**src/rtl/irq_pending_encoder.sv**
```systemverilog
// irq_pending_encoder: latches 32 request lines into a pending register and
// hands out one pending index at a time as a 5-bit code over a valid/ready
// handshake. Selection is round-robin from a rotating pointer or fixed
// priority (lowest index wins). VALID and IDX come straight from registers.
module irq_pending_encoder #(
    parameter int ROUND_ROBIN = 1,
    parameter int RESET_PTR   = 0
) (
    input  logic        CLK,
    input  logic        RESET,
    input  logic [31:0] REQ,
    input  logic [31:0] MASK,
    input  logic        READY,
    output logic        VALID,
    output logic [4:0]  IDX,
    output logic [31:0] PEND
);

    logic [4:0]  ptr;
    logic        acc;
    logic [31:0] clr;
    logic [31:0] cand;
    logic [63:0] cand_rot;
    logic        sel_any;
    logic [4:0]  sel_idx;

    // Index of the lowest set bit; returns 0 for an all-zero vector (callers
    // gate the result with sel_any).
    function automatic logic [4:0] lowest_set(input logic [31:0] v);
        logic [4:0] res;
        res = 5'd0;
        for (int i = 31; i >= 0; i--) begin
            if (v[i]) res = 5'(i);
        end
        return res;
    endfunction

    // Accept decode, candidate vector and winner search.
    always_comb begin
        acc      = VALID & READY;
        clr      = acc ? (32'd1 << IDX) : 32'd0;
        cand     = PEND & MASK & ~clr;
        sel_any  = |cand;
        // Rotating right by ptr puts bit ptr at position 0, so the lowest set
        // bit of the rotated vector is the first hit scanning upward from ptr.
        cand_rot = {cand, cand} >> ptr;
        if (ROUND_ROBIN != 0) begin
            sel_idx = ptr + lowest_set(cand_rot[31:0]);
        end else begin
            sel_idx = lowest_set(cand);
        end
    end

    // Pending register: a new request wins over a same-cycle clear.
    always_ff @(posedge CLK) begin
        if (RESET) begin
            PEND <= 32'd0;
        end else begin
            PEND <= (PEND & ~clr) | REQ;
        end
    end

    // Output stage: reloads only when empty or when the held index is taken,
    // so a stalled index never changes under the consumer.
    always_ff @(posedge CLK) begin
        if (RESET) begin
            VALID <= 1'b0;
            IDX   <= 5'd0;
        end else if (!VALID || acc) begin
            VALID <= sel_any;
            if (sel_any) begin
                IDX <= sel_idx;
            end
        end
    end

    // Round-robin pointer: next search starts just after the accepted index.
    always_ff @(posedge CLK) begin
        if (RESET) begin
            ptr <= 5'(RESET_PTR);
        end else if (acc) begin
            ptr <= IDX + 5'd1;
        end
    end

endmodule

```
**config.mk**
```make
export PLATFORM = sky130hd
export DESIGN_NAME = irq_pending_encoder
export DESIGN_NICKNAME = d
export VERILOG_FILES = /design/src/rtl/irq_pending_encoder.sv
export SDC_FILE = /design/constraint.sdc
export NUM_CORES = 1
export LEC_CHECK = 0
export BUFFER_PORTS_ARGS = -buffer_cell sky130_fd_sc_hd__buf_2
export CAP_MARGIN = 20
export CORE_UTILIZATION = 25
export CTS_CLUSTER_DIAMETER = 80
export DETAILED_ROUTE_END_ITERATION = 16
export GPL_TIMING_DRIVEN = 0
export SETUP_SLACK_MARGIN = 0.5
export SYNTH_ARGS = -nofsm -noshare
export SYNTH_HDL_FRONTEND = slang
export SYNTH_SLANG_ARGS = --single-unit
export TNS_END_PERCENT = 5
```
**constraint.sdc**
```tcl
create_clock -name CLK -period 16.4 [get_ports CLK]
set_input_delay 3.28 -clock CLK [delete_from_list [all_inputs] [get_ports CLK]]
set_output_delay 3.28 -clock CLK [all_outputs]
set_load 0.05 [all_outputs]
```
==> impl_metrics.tcl, run 1 <==
set metrics [dict create \
    dp_slack_ns 7.72 \
    routedWlPerCell_um 22.1 \
    worstMarginPinSlew_ns 1.04 \
    rsz0062_at_grt "no" \
    fmax_ghz 0.117 \
    grt_antenna_before_repair 0 \
    power_mw 0.644 \
    port-buffer-count 103 \
    grt_max_degree 14 \
    synthXorXnorAreaFrac_pct 0.751 \
    p_leak_nw 2.66 \
    grt_pass1_vias 6409 \
    fin_crit_sh_pct 52.0 \
    core_um2 22800 \
    drtIter0Drc 955 \
    synthMuxAreaShare_pct 30.3 \
    startpoint "READY" \
    num_antenna_cells 0 \
    yosysSeqAreaShare_pct 14.8 \
    cp_slowest_cell "o211ai_1" \
    place_congestion 1.01 \
    ant_nets 0 \
    hold_violations 0 \
    hpwlAfterDp_mm 19.5 \
    vdd_drop_max_v 0.0000645 \
    syn-num-nets 786 \
    synth_warnings 0 \
    grt_pass1_wl_mm 38.1 \
    area_delta_synth_final_pct 18.3 \
    start_kind "input pin" \
    fin_skew_ns 0.00478 \
    postCtsHoldBufs 0 \
    synth_top_area_share_pct 18.9 \
    cp_max_fo 10 \
    initial_core_util_pct 25.6 \
    synth_compound_area_share_pct 26.6 \
    clk_pin_slew_worst_paths_ns 0.06 \
    cts_resized 0 \
    async_reset_ff_share_pct 0 \
    cp_slowest_stage_delay_ns 0.66 \
    clock-sinks 43 \
    crit_buf_inv 4 \
    cts_made_buffers 5 \
    synth_fa_ha_area_share_pct 2.49 \
    routed_wl_mm 25.0 \
    min_period_ns 8.54 \
    yosysTopAreaCell "mux4_2" \
    cp_data_arrival_time_ns 8.74 \
    cp_top_family "compound AO/OA/AOI/OAI gates" \
    die-area_um2 23900 \
    r2r-end "IDX[4]" \
    track_usage_pct 20.6 \
    cp.depth 21 \
    timing.final.ws_setup_ns 7.86 \
    rrSetupSlack_ns 10.24 \
    cap_violations 0 \
    synth_area_per_cell_um2 8.24 \
    rr_worst_depth 20 \
    min_from "PEND[20]" \
    synth_cell_type_count 76 \
    drc 0 \
    whs_ns 0.507 \
    synth_area_leaders "mux4_2 19%, dfxtp_1 15%, mux2i_1 9.1%, a21oi_1 4.8%, nand2_1 4.6%" \
    htree_levels 2 \
    synth_top_family_by_area "multiplexers" \
    ys_ff_latch 43 \
    clock_path_buffers 2 \
    final_util_pct 30.3 \
    tns_ns 0 \
    viasPerCell 6.02 \
    crit_end "IDX[4]" \
    core.rowCount 55 \
    path_cells "buf_2, buf_2, nand4b_1, o211ai_1, o21ai_0, o211ai_1, a21oi_1, or4_4, a221oi_2, o21ai_1, a2111oi_2, o21ai_1, ha_1, inv_1, fa_1, inv_1, a21o_1, a21oi_1, xnor2_1, nand4_1, a311oi_2" \
    clk_latency_ns 0.29 \
    synth-simple-area-share_pct 19.6 \
    synth_area_um2 5830 \
    slew_headroom_pct 29.4 \
    synth_edf_count 0 \
    drtPass1Iterations 5 \
    io_pins 105 \
    synth_ff_type "dfxtp_1" \
    worstPathRequired_ns 16.60 \
    slew_viol_final 0 \
    endpoint_kind "flop" \
    syn_inst 708 \
    clockRootBuffer "clkbuf_16" \
    criticalPathCategory "input pin to flop" \
    vias 6807 \
    min_path_type "flop to flop" \
    fin_nets 896 \
    rr_startpoint "ptr[4]" \
    layout-drive-gt1-share_pct 26.0 \
    status "completed" \
    cts_setup_buffers 0 \
    cts_tree "done" \
    die_h_um 155 \
    p_per_area_nw_per_um2 93.2 \
    die_w_um 155 \
    overflow 0 \
    fill_cells 2457 \
    setup-violations-final 0 \
]
[worst min path at each step]
stage          endpoint  slack [ns]  cells past startpoint
2_1_floorplan    IDX[0]        0.67                      3
3_3_place_gp    PEND[2]        0.48                      2
3_5_place_dp   PEND[16]        0.50                      2
4_1_cts        PEND[16]        0.51                      2
5_1_grt        PEND[29]        0.55                      2
6_report       PEND[20]        0.51                      2
[synth_stat cells, types with 5 or more instances]
master / n
clkbuf_1: 25
nand2b_1: 7
nor2b_1: 5
nand4_1: 12
dfxtp_1: 43
nor3_1: 17
buf_2: 20
buf_1: 10
mux2_2: 12
a221oi_1: 6
a31oi_1: 8
mux4_2: 49
nor2_1: 71
inv_1: 14
mux2i_1: 53
nand3_1: 17
a22oi_1: 5
o21ai_0: 17
a21o_1: 18
nor4_1: 5
a211oi_1: 22
a21oi_1: 56
ha_1: 10
o22ai_1: 15
o211ai_1: 27
nand2_1: 72
[per-layer routing]
layer | GRT usage, % | up-vias | part of all wire (%)
met5 | 0 | - | 0
met3 | 4.82 | 99 | 11
met1 | 26.5 | 3200 | 40
li1 | - | 2977 | -
met4 | 9.67 | 0 | 4.7
met2 | 32.4 | 531 | 44
[sequential cells by signal, summed over array words and instances (netlist names)]
name and count:
PEND 32, IDX 5, ptr 5, VALID 1
[cells by family after synthesis]
| kind of cell | count (synthesis) |
|---|---|
| compound gates | 222 |
| fa+ha+maj | 11 |
| xor+xnor | 5 |
| mux | 114 |
| simple gates | 239 |
| flops | 43 |
| buf+inv | 74 |
[tightest hold or removal path, cell delays in order, from the launching register on]
cell and delay, ns:
dfxtp_1 0.34, a21oi_1 0.07, nor2_1 0.07
[metrics by stage]
stage / cell area, µm² / std cells
finish: 6900 / 1131
global placement: 6740 / 1124
global route: 6900 / 1131
detailed placement: 6740 / 1124
floorplan: 5830 / 708
CTS: 6900 / 1131
[cell type report]
class,count,area [µm²],share of cell area (%)
buffer,58,258,3.73
clock buffer,5,125,1.81
clock inverter,2,37.5,0.544
inverter,16,60.1,0.870
multi-input combinational,591,4650,67.4
sequential,43,861,12.5
tap,313,392,5.67
timing repair buffer,103,515,7.47
[where the power goes]
group / total, mW / switching [mW] / internal, mW
clock network: 0.116 / 0.0449 / 0.0711
logic: 0.399 / 0.258 / 0.141
registers: 0.129 / 0.0129 / 0.116
[placed cells by master (no fill, tap or decap), types with 18 or more instances in the layout]
master / netlist / final
clkbuf_1: 25 / 25
nor2_1: 71 / 71
mux4_2: 49 / 49
nand2_1: 72 / 72
a211oi_1: 22 / 22
buf_2: 20 / 123
o211ai_1: 27 / 27
mux2i_1: 53 / 53
dfxtp_1: 43 / 43
a21o_1: 18 / 18
a21oi_1: 56 / 56
(Power assumes the default switching activity.)
==> inputs of run 2 (changes only) <==
- ABC_AREA: unset -> 1
- clock period: 16.4 -> 8.9 ns (I/O delays scaled with it)
==> run 2 against run 1 <==
  * Clock-buffer cell count is the same
  * Combinational power grew 17%
  * Core utilization up 0.54 points
  * Clock power increased by 120%
  * Sequential power is 76% higher
  * Final cell count rose by 4.6%
  * Global-route usage down 0.24 points
  * First-iteration DRC count shrank 30%
  * Critical path type unchanged
  * Critical endpoint unchanged
  * Largest cell class unchanged
  * Highest routed layer unchanged
==> impl_metrics.tcl, run 2 <==
set metrics [dict create \
    core_um2 18700 \
    power_frac_seq_pct 23.9 \
    power_mw 0.950 \
    rsz0062_at_grt "no" \
    top_register "PEND" \
    ant_nets 0 \
    hold_violations 0 \
    fin_skew_ns 0.00892 \
    track_usage_pct 20.3 \
    cts_setup_buffers 0 \
    min_path_type "flop to flop" \
    layout-drive-gt1-share_pct 18.5 \
    cp_data_arrival_time_ns 6.31 \
    synth_area_per_cell_um2 5.69 \
    synth_cell_type_count 46 \
    clockRootBuffer "clkbuf_16" \
    clk_pin_slew_worst_paths_ns 0.07 \
    yosysTopAreaCell "nand3_1" \
    place_congestion 0.980 \
    slew_viol_final 0 \
    hpwlAfterDp_mm 16.4 \
    port-buffer-count 103 \
    overflow 0 \
    cp_slowest_cell "fa_1" \
    fin_crit_sh_pct 68.5 \
    placedCellCount 1175 \
    setup-violations-final 0 \
    drtIter0Drc 670 \
    clock-sinks 43 \
    synth_area_um2 4760 \
    fin_area_um2 5770 \
    largest_reg_flops 32 \
    switching_share_pct 45.6 \
    die_h_um 140 \
    pwr-share-comb_pct 49.3 \
    top_regs "PEND (32), IDX (5), ptr (5)" \
    die-area_um2 19600 \
    placed_area_um2 5570 \
    clock_path_buffers 2 \
    endpoint_kind "flop" \
    viasPerCell 5.15 \
    routed_wl_mm 19.7 \
    routedWlPerCell_um 16.6 \
    synth_edf_count 0 \
    syn-num-nets 916 \
    core.rowCount 50 \
    status "completed" \
    vias 6091 \
    multi_input_area_um2 3350 \
    ys_ff_latch 43 \
    net-switching-power_mw 0.433 \
    grt_pass1_wl_mm 30.6 \
    p_leak_nw 2.96 \
    min_period_ns 6.10 \
    slew_headroom_pct 33.5 \
    area_delta_synth_final_pct 21.1 \
    ys_top_cells_by_count "212 x nand3_1, 190 x nand2_1, 83 x inv_1" \
    cp_max_fo 10 \
    async_reset_ff_share_pct 0 \
    synth_most_common_cell "nand3_1" \
    initial_core_util_pct 25.5 \
    cp_slowest_stage_delay_ns 0.42 \
    cp_top_family "simple AND/OR/NAND/NOR gates" \
    syn_inst 838 \
    io_pins 105 \
    clock_power_share_pct 26.9 \
    cts_resized 0 \
    cts_made_buffers 5 \
    p_per_area_nw_per_um2 165 \
    worstPathRequired_ns 9.11 \
    crit_top_cell "nand2_1" \
    fin_cells 1183 \
    fin_nets 1026 \
    synth_top_area_share_pct 22.3 \
    start_kind "input pin" \
    crit_buf_inv 4 \
    grt_max_degree 16 \
    die_w_um 140 \
    drc 0 \
    final_util_pct 30.8 \
    synth_area_leaders "nand3_1 22%, dfxtp_1 18%, nand2_1 15%, inv_1 6.5%, a21oi_1 5.8%" \
    tns_ns 0 \
    clk_latency_ns 0.31 \
    seq_area_um2 861 \
    fmax_ghz 0.164 \
    rrSetupSlack_ns 3.43 \
    criticalPathCategory "input pin to flop" \
    htree_levels 2 \
    grt_pass1_vias 5733 \
    drtPass1Iterations 6 \
    yosysSeqAreaShare_pct 18.1 \
    synth_ff_type "dfxtp_1" \
    vdd_drop_max_v 0.0000905 \
    postCtsHoldBufs 0 \
    final_cell_mix "212 x nand3_1, 190 x nand2_1, 118 x buf_2" \
    num_antenna_cells 0 \
    cap_violations 0 \
    fill_cells 2101 \
    cts_tree "done" \
    layout_commonest_cell "nand3_1" \
    intPower_mw 0.517 \
    synth_warnings 0 \
    worstMarginPinSlew_ns 0.972 \
    grt_antenna_before_repair 0 \
]
run 2: metal layers:
layer | wire [µm] | GRT usage, % | share of wire (%) | up-vias
met5 | 0 | 0 | 0 | -
met4 | 722 | 8.79 | 3.7 | 0
met3 | 1730 | 5.71 | 8.8 | 53
met2 | 8730 | 32.0 | 44 | 281
met1 | 8490 | 25.8 | 43 | 2733
li1 | - | - | - | 3024
run 2: kinds of logic after synthesis:
| family | after synthesis | synth area share [%] |
|---|---|---|
| simple gates | 513 | 49.6 |
| compound gates | 134 | 16.5 |
| buf+inv | 131 | 11.7 |
| flops | 43 | 18.1 |
| fa+ha+maj | 11 | 3.05 |
| xor+xnor | 5 | 0.919 |
| mux | 1 | 0.210 |
run 2: path summary, 6_finish.rpt:
kind,to,cells past startpoint,startpoint
hold / removal,PEND[10],2,PEND[10]
setup reg to reg,IDX[4],47,IDX[1]
setup / recovery,IDX[4],50,READY
hold reg to reg,PEND[10],2,PEND[10]
run 2: tightest hold or removal path, delay by kind of cell (launching register included):
family | cells | cell delay, ns
AND/OR/NAND/NOR | 1 | 0.06
flip-flops | 1 | 0.34
AO/OA/AOI/OAI | 1 | 0.07
run 2: power groups by stage:
| stage | sequential (mW) | clock, mW | combinational [mW] |
|---|---|---|---|
| after floorplan | 0.279 | 0 | 0.282 |
| after global placement | 0.231 | 0 | 0.459 |
| after detailed placement | 0.231 | 0 | 0.459 |
| after CTS | 0.227 | 0.259 | 0.461 |
| after global routing | 0.229 | 0.267 | 0.519 |
| final | 0.227 | 0.255 | 0.468 |
run 2: through the flow:
| step | worst slack (ns) | hold slack, ns |
|---|---|---|
| after detailed placement | 2.51 | 0.493 |
| after CTS | 2.82 | 0.508 |
| after floorplan | 3.34 | 0.622 |
| after global routing | 2.27 | 0.519 |
| final | 2.80 | 0.504 |
| after global placement | 2.49 | 0.484 |
run 2: area by class of cell:
type	instances	share of cell area [%]
repair buffers	103	8.94
clock buffers	5	2.17
well taps	234	5.07
inverters	89	5.79
multi-input cells	664	58.0
plain buffers	42	3.84
clock inverters	3	1.24
flip-flops and latches	43	14.9
==> inputs of run 3 (changes only) <==
- clock period: 8.9 -> 5.8 ns (I/O delays scaled with it)
==> run 3 against run 2 <==
  * Critical path depth grew 1
  * Routed wire length increased by 3.1%
  * Sequential power increased by 54%
  * First-iteration DRC count decreased by 23%
  * Via count increased by 3.5%
  * Worst setup slack got worse by 2.2 ns
  * Global-route usage increased by 0.20 points
  * Hold slack barely moved
  * Die area unchanged
  * Core utilization grew 2.7 points
  * Clock power rose by 53%
  * Design area up 8.7%
  * Largest cell class unchanged
==> impl_metrics.tcl, run 3 (synthesis gave the netlist of run 2 again) <==
set metrics [dict create \
    num_antenna_cells 0 \
    grt_pass1_wl_mm 30.8 \
    core.rowCount 50 \
    cap_violations 0 \
    fill_cells 2064 \
    place_congestion 0.980 \
    clk_latency_ns 0.31 \
    viasPerCell 5.28 \
    overflow 0 \
    grt_antenna_before_repair 0 \
    routed_wl_mm 20.3 \
    min_period_ns 5.21 \
    die-area_um2 19600 \
    cp_slowest_stage_delay_ns 0.35 \
    fmax_ghz 0.192 \
    drtIter0Drc 514 \
    slew_headroom_pct 35.2 \
    cp_slowest_cell "fa_2" \
    setup-violations-final 0 \
    endpoint_kind "flop" \
    core_um2 18700 \
    status "completed" \
    worstPathRequired_ns 6.01 \
    start_kind "input pin" \
    hold_violations 0 \
    port-buffer-count 103 \
    top_regs "PEND (32), IDX (5), ptr (5)" \
    cts_tree "done" \
    p_leak_nw 3.19 \
    final_cell_mix "176 x nand2_1, 168 x nand3_1, 118 x buf_2" \
    clock_path_buffers 2 \
    p_per_area_nw_per_um2 241 \
    grt_pass1_vias 5803 \
    htree_levels 2 \
    area_delta_synth_final_pct 31.6 \
    fin_nets 1036 \
    clockRootBuffer "clkbuf_16" \
    top_register "PEND" \
    layout_commonest_cell "nand2_1" \
    fin_skew_ns 0.00887 \
    routedWlPerCell_um 17.0 \
    cp_top_family "simple AND/OR/NAND/NOR gates" \
    cp_max_fo 6 \
    seq_area_um2 861 \
    initial_core_util_pct 25.5 \
    clock-sinks 43 \
    criticalPathCategory "input pin to flop" \
    vdd_drop_max_v 0.000137 \
    rsz0062_at_grt "yes" \
    drc 0 \
    fin_crit_sh_pct 89.8 \
    tns_ns 0 \
    crit_buf_inv 5 \
    worstMarginPinSlew_ns 0.948 \
    layout-drive-gt1-share_pct 26.6 \
    track_usage_pct 20.5 \
    cp_data_arrival_time_ns 5.41 \
    die_w_um 140 \
    grt_max_degree 16 \
    fin_area_um2 6270 \
    postCtsHoldBufs 0 \
    slew_viol_final 0 \
    drtPass1Iterations 8 \
    vias 6303 \
    multi_input_area_um2 3740 \
    placed_area_um2 5570 \
    hpwlAfterDp_mm 16.4 \
    clk_pin_slew_worst_paths_ns 0.07 \
    io_pins 105 \
    cts_made_buffers 5 \
    ant_nets 0 \
    crit_top_cell "nand2_1" \
    min_path_type "flop to flop" \
    die_h_um 140 \
    largest_reg_flops 32 \
]
## run 3: final cells by class
class                   count  share of cell area (%)
multi-input cells         664                    59.6
flip-flops and latches     43                    13.7
repair buffers            113                    9.99
inverters                  89                    5.33
well taps                 234                    4.67
plain buffers              42                    3.59
clock buffers               5                    1.99
clock inverters             3                    1.14
## run 3: worst register-to-register path: cells and delay by family, from the launching register on
family	cells	cell delay (ns)
xor gates and xnor gates	2	0.37
AOI/OAI and AO/OA	3	0.37
adders and majority gates	4	1.03
buffers and inverters	3	0.17
and+or+nand+nor	39	2.70
DFF	1	0.41
## run 3: path summary, 6_finish.rpt
kind                 start        to  slack [ns]  cells past startpoint
setup / recovery     READY    IDX[4]        0.59                     51
hold / removal    PEND[10]  PEND[10]        0.50                      2
setup reg to reg    IDX[1]    IDX[4]        0.67                     51
hold reg to reg   PEND[10]  PEND[10]        0.50                      2
## run 3: what timing repair did
action,in CTS,in global routing
gates cloned,2,0
gates resized for setup,14,79
pin swaps,2,26
setup endpoints to repair,1,4
buffers inserted,3,5
endpoints found under the hold margin,0,0
## run 3: routing by layer
layer	global-route usage, %	routed length [µm]	share of wire [%]
met3	5.85	1780	8.8
met5	0	0	0
met1	25.9	8740	43
met2	32.6	9040	45
met4	8.68	733	3.6
## run 3: power breakdown
| group | internal, mW | leakage [nW] | total, mW | switching [mW] |
|---|---|---|---|---|
| logic | 0.244 | 2.73 | 0.772 | 0.527 |
| registers | 0.321 | 0.359 | 0.349 | 0.0276 |
| clock network | 0.250 | 0.0959 | 0.391 | 0.141 |
## run 3: per-stage QoR
step,util [%],cells,hold WS (ns),setup WS (ns),power [mW]
final,33.5,1193,0.504,0.594,1.51
after global routing,33.5,1193,0.519,0.129,1.61
after CTS,31.5,1188,0.508,0.515,1.47
after detailed placement,29.8,1175,0.493,0.0286,1.06
after global placement,29.8,1175,0.484,0.00880,1.06
after floorplan,-,838,0.622,0.857,0.860
